--- src/rtl/aes_word_loader.sv ---
// Host-side loader for the AES core: assembles plaintext/key from 32-bit writes,
// runs one encryption per start, captures the result and aborts on a stalled core.
module aes_word_loader #(
  parameter int unsigned TIMEOUT_CYCLES = 255,
  parameter int unsigned CNT_W          = 8
) (
  input  logic          AES_clk,
  input  logic          AES_rst_n,
  input  logic          wr_en,
  input  logic [2:0]    wr_sel,
  input  logic [31:0]   wr_data,
  input  logic          start,
  input  logic [1:0]    rd_sel,
  output logic [31:0]   rd_data,
  output logic          busy,
  output logic          done,
  output logic          timeout,
  output logic          wr_err,
  output logic          aes_en,
  output logic [127:0]  aes_data_in,
  output logic [127:0]  aes_key_in,
  input  logic [127:0]  aes_data_out,
  input  logic          aes_data_out_valid
);

  localparam int unsigned WORD_W = 32;
  localparam int unsigned BLK_W  = 128;
  localparam logic [CNT_W-1:0] CNT_LAST = CNT_W'(TIMEOUT_CYCLES - 1);

  typedef enum logic [1:0] {
    S_IDLE = 2'd0,
    S_RUN  = 2'd1,
    S_GAP  = 2'd2
  } state_e;

  state_e             state_q, state_d;
  logic [BLK_W-1:0]   data_q, data_d;
  logic [BLK_W-1:0]   key_q, key_d;
  logic [BLK_W-1:0]   result_q, result_d;
  logic [CNT_W-1:0]   cnt_q, cnt_d;
  logic               en_q, en_d;
  logic               done_q, done_d;
  logic               timeout_q, timeout_d;
  logic               wr_err_q, wr_err_d;

  // Word 0 is the most significant 32 bits of the block.
  function automatic logic [BLK_W-1:0] put_word(input logic [BLK_W-1:0] blk,
                                                 input logic [1:0]       idx,
                                                 input logic [WORD_W-1:0] w);
    logic [BLK_W-1:0] r;
    r = blk;
    case (idx)
      2'd0:    r[127:96] = w;
      2'd1:    r[95:64]  = w;
      2'd2:    r[63:32]  = w;
      default: r[31:0]   = w;
    endcase
    return r;
  endfunction

  // State and datapath registers.
  always_ff @(posedge AES_clk or negedge AES_rst_n) begin
    if (!AES_rst_n) begin
      state_q   <= S_IDLE;
      data_q    <= '0;
      key_q     <= '0;
      result_q  <= '0;
      cnt_q     <= '0;
      en_q      <= 1'b0;
      done_q    <= 1'b0;
      timeout_q <= 1'b0;
      wr_err_q  <= 1'b0;
    end else begin
      state_q   <= state_d;
      data_q    <= data_d;
      key_q     <= key_d;
      result_q  <= result_d;
      cnt_q     <= cnt_d;
      en_q      <= en_d;
      done_q    <= done_d;
      timeout_q <= timeout_d;
      wr_err_q  <= wr_err_d;
    end
  end

  // Next-state and register-update logic.
  always_comb begin
    state_d   = state_q;
    data_d    = data_q;
    key_d     = key_q;
    result_d  = result_q;
    cnt_d     = cnt_q;
    en_d      = en_q;
    done_d    = 1'b0;
    timeout_d = 1'b0;
    wr_err_d  = 1'b0;

    case (state_q)
      S_IDLE: begin
        // A write coincident with start commits at the same edge as the launch.
        if (wr_en) begin
          if (wr_sel[2]) key_d  = put_word(key_q,  wr_sel[1:0], wr_data);
          else           data_d = put_word(data_q, wr_sel[1:0], wr_data);
        end
        if (start) begin
          state_d = S_RUN;
          en_d    = 1'b1;
          cnt_d   = '0;
        end
      end

      S_RUN: begin
        wr_err_d = wr_en | start;
        // Valid takes priority over a watchdog expiry in the same cycle.
        if (aes_data_out_valid) begin
          result_d = aes_data_out;
          done_d   = 1'b1;
          en_d     = 1'b0;
          state_d  = S_GAP;
        end else if (cnt_q == CNT_LAST) begin
          timeout_d = 1'b1;
          en_d      = 1'b0;
          state_d   = S_GAP;
        end else begin
          cnt_d = cnt_q + CNT_W'(1);
        end
      end

      S_GAP: begin
        wr_err_d = wr_en | start;
        en_d     = 1'b0;
        state_d  = S_IDLE;
      end

      default: begin
        state_d = S_IDLE;
        en_d    = 1'b0;
      end
    endcase
  end

  // Result readback, available at any time.
  always_comb begin
    rd_data = '0;
    case (rd_sel)
      2'd0:    rd_data = result_q[127:96];
      2'd1:    rd_data = result_q[95:64];
      2'd2:    rd_data = result_q[63:32];
      default: rd_data = result_q[31:0];
    endcase
  end

  assign busy        = (state_q != S_IDLE);
  assign done        = done_q;
  assign timeout     = timeout_q;
  assign wr_err      = wr_err_q;
  assign aes_en      = en_q;
  assign aes_data_in = data_q;
  assign aes_key_in  = key_q;

endmodule

--- config.mk ---
export PLATFORM = sky130hd
export DESIGN_NAME = aes_word_loader
export DESIGN_NICKNAME = d
export VERILOG_FILES = /design/src/rtl/aes_word_loader.sv
export SDC_FILE = /design/constraint.sdc
export NUM_CORES = 1
export LEC_CHECK = 0
export ABC_CLOCK_PERIOD_IN_PS = 2800
export BUFFER_PORTS_ARGS = -buffer_cell sky130_fd_sc_hd__buf_2
export CAP_MARGIN = 20
export CORE_AREA = 2 2 182 184
export CTS_CLUSTER_DIAMETER = 80
export DETAILED_ROUTE_END_ITERATION = 6
export DIE_AREA = 0 0 184 186
export PLACE_DENSITY = 0.78
export SKIP_LAST_GASP = 1
export SYNTH_ARGS = -nofsm -noshare
export SYNTH_HDL_FRONTEND = slang
export SYNTH_SLANG_ARGS = --single-unit
--- constraint.sdc ---
create_clock -name AES_clk -period 2.8 [get_ports AES_clk]
set_clock_uncertainty 0.2 [all_clocks]
set_input_delay 0.56 -clock AES_clk [delete_from_list [all_inputs] [get_ports AES_clk]]
set_output_delay 0.56 -clock AES_clk [all_outputs]
set_load 0.02 [all_outputs]
==> impl_metrics.tcl <==
set metrics [dict create \
    root_buffer "clkbuf_16" \
    dieArea_um2 34220 \
    slew_headroom_pct 62.76 \
    filler_cell_count 2388 \
    cp-end-kind "primary output" \
    cp_data_required_time_ns 2.04 \
    ctsResizeCount 0 \
    first_iter_violations 411 \
    worstSetupStartpointType "input port" \
    synth_cell_type_count 30 \
    insertion_delay_ns 0.55 \
    die_y_um 186 \
    die_x_um 184 \
    fin_crit_ns 2.459 \
    crit_slowest_cell "mux4_2" \
    grt_pass1_vias 10530 \
    gp_congestion 0.8542 \
    clock-sinks 397 \
    place_hpwl_um 29060 \
    avgViaCountPerCell 5.342 \
    r2r_cells 5 \
    crit_arrival_ns 1.70 \
    crit_chain "buf_2 -> buf_12 -> mux4_2 -> buf_2" \
    max_slew.worst_pin.slew_ns 0.5586 \
    grt_antenna_before_repair 2 \
    cts_tree "yes" \
    max_clock_freq_mhz 406.7 \
    drt_first_pass_iters 4 \
    portBuffers 462 \
    crit_fanout 32 \
    crit_start "rd_sel[0]" \
    drive_above_1_share_pct 67.31 \
    hold_class "in2reg" \
    avgSynthCellArea_um2 16.78 \
    critical_path.most_common_cell "buf_2" \
    htreeDepth 2 \
    wl_um 41420 \
    grt_overflow 0 \
    hold_path_depth 2 \
    status "finished, final reports clean" \
    wire_per_inst_um 22.30 \
    post_cts_buffers 0 \
    antenna_left 0 \
    fin_tns_setup_ns 0 \
    synth_seq_cells 397 \
    path_class "in2out" \
    synth_cells 933 \
    cts_max_path_buffers 3 \
    start_util_pct 48.62 \
    nNetsFinal 1592 \
    seq_area_frac_synth_pct 63.45 \
    cts_buffers 42 \
    maxCapViolCount 0 \
    io_pins 463 \
    finalHoldViolCount 0 \
    setup_violations 0 \
    vias 9921 \
    grt_max_degree 77 \
    drv_slew 0 \
    grt_pass1_wl_um 61620 \
    peakVddDrop_mv 0.8982 \
    finalCritPeriodShare_pct 87.81 \
    core_area_um2 32210 \
    holdPathEnd "result_q[7]$_DFFE_PN0P_" \
    syn_area_um2 15660 \
    rr_endpoint "result_q[120]$_DFFE_PN0P_" \
    ys_warn_count 0 \
    drc 0 \
    area_growth_syn_to_layout_pct 28.32 \
    hold_buffers 1 \
    grt_usage_pct 23.80 \
    num_rows 66 \
    r2r_start "state_q[1]$_DFFE_PN0P_" \
    clkTransAtPathRegs_ns 0.06 \
    hp-start "aes_data_out[7]" \
    power_density_nw_per_um2 1273 \
    syn_nets 1107 \
    cp_slowest_stage_delay_ns 0.57 \
    p_leak_nw 9.566 \
    regToRegSetupSlack_ns 0.39 \
    rsz0062_at_grt "false" \
    fin_util_pct 62.39 \
]
[registers in the layout (all words and copies together) (netlist names)]
name and flops:
wr_err 1, state_q 1, result_q 128, done 1
aes_key_in 128, aes_data_in 128, cnt_q 8, aes_en 1
timeout 1
[routing by layer]
layer | track usage [%] | share of wire (%)
met1 | 28.62 | 39
met2 | 39.62 | 49
met5 | 0 | 0
met4 | 9.088 | 3.2
met3 | 8.315 | 9.0
[cell usage after synthesis]
library cell	number	area, um^2
o21a_1	1	7.510
a41oi_1	2	17.52
o22a_1	2	17.52
nor3b_1	1	7.510
a21oi_1	4	20.02
a211o_1	1	8.760
or4_1	1	7.510
mux4_2	32	720.7
o21ai_0	6	30.03
nand2_1	6	22.52
nor3_2	2	20.02
buf_2	40	200.2
inv_1	4	15.01
ha_1	4	50.05
a31oi_1	5	31.28
dfrtp_1	397	9935
nand3_1	6	30.03
and2_1	1	6.260
and3_1	3	18.77
nand3b_1	1	7.510
nand2b_1	7	43.79
mux2_1	5	56.30
clkbuf_1	9	33.78
and4_1	1	8.760
buf_4	1	7.510
nor2b_1	2	12.51
nor2_1	8	30.03
mux2_2	379	4268
and4_4	1	11.26
a211oi_2	1	12.51
[metrics by stage]
stage	setup WS, ns	instance area, um^2	cells	power, mW	hold slack (ns)
global placement	0.3615	18700	1781	19.76	0.2658
floorplan	0.3560	15660	933	16.17	0.06441
global route	0.2655	20090	1857	26.82	0.03011
CTS	0.3357	20090	1855	25.77	0.01769
detailed placement	0.3645	18700	1781	20.09	0.2739
finish	0.3414	20090	1857	25.57	0.04486
[cell usage in the layout (no fill, tap or decap), drive strengths merged, types with 3 or more instances in the layout]
| cell | n |
|---|---|
| o21ai | 6 |
| clkinv | 8 |
| bufinv | 3 |
| nand3 | 6 |
| and3 | 3 |
| inv | 6 |
| mux4 | 32 |
| mux2 | 384 |
| nand2b | 7 |
| a21oi | 4 |
| dfrtp | 397 |
| ha | 4 |
| a31oi | 5 |
| nand2 | 6 |
| nor2 | 8 |
| clkbuf | 60 |
| buf | 490 |
[final cells by class]
cell class                      count  area [um^2]  area share [%]
Sequential cell                   397         9935           49.45
Multi-Input combinational cell    482         5519           27.47
Timing Repair Buffer              491         2730           13.59
Clock buffer                       60         1189           5.916
Tap cell                          408        510.5           2.541
Clock inverter                     13        188.9          0.9403
Inverter                            4        15.01         0.07473
Antenna cell                        2        5.005         0.02491
[how the worst max path moves through the flow]
stage	end	slack [ns]	cells past startpoint
2_1_floorplan	rd_data[0]	0.36	3
3_3_place_gp	rd_data[15]	0.36	4
3_5_place_dp	rd_data[10]	0.36	4
4_1_cts	rd_data[7]	0.34	4
5_1_grt	result_q[109]$_DFFE_PN0P_	0.27	5
6_report	rd_data[7]	0.34	4
[power by group]
part | total (mW) | leakage (nW) | internal, mW | switching, mW
clock network | 5.53 | 0.675 | 3.26 | 2.28
logic | 9.85 | 4.06 | 4.35 | 5.50
registers | 10.2 | 4.83 | 8.61 | 1.58
[critical path, delay by kind of cell]
| family | cells | cell delay [ns] |
|---|---|---|
| multiplexers | 1 | 0.57 |
| buffers and inverters | 3 | 0.53 |
[cells by family after synthesis]
group | after synthesis | synth area share (%)
AND/OR/NAND/NOR | 40 | 1.446
adder cells (fa/ha/maj) | 4 | 0.3197
buffers and inverters | 54 | 1.638
flip-flops | 397 | 63.45
AO/OA/AOI/OAI | 22 | 0.9270
multiplexers | 416 | 32.22
No activity file was read; power rests on OpenSTA's default activity.
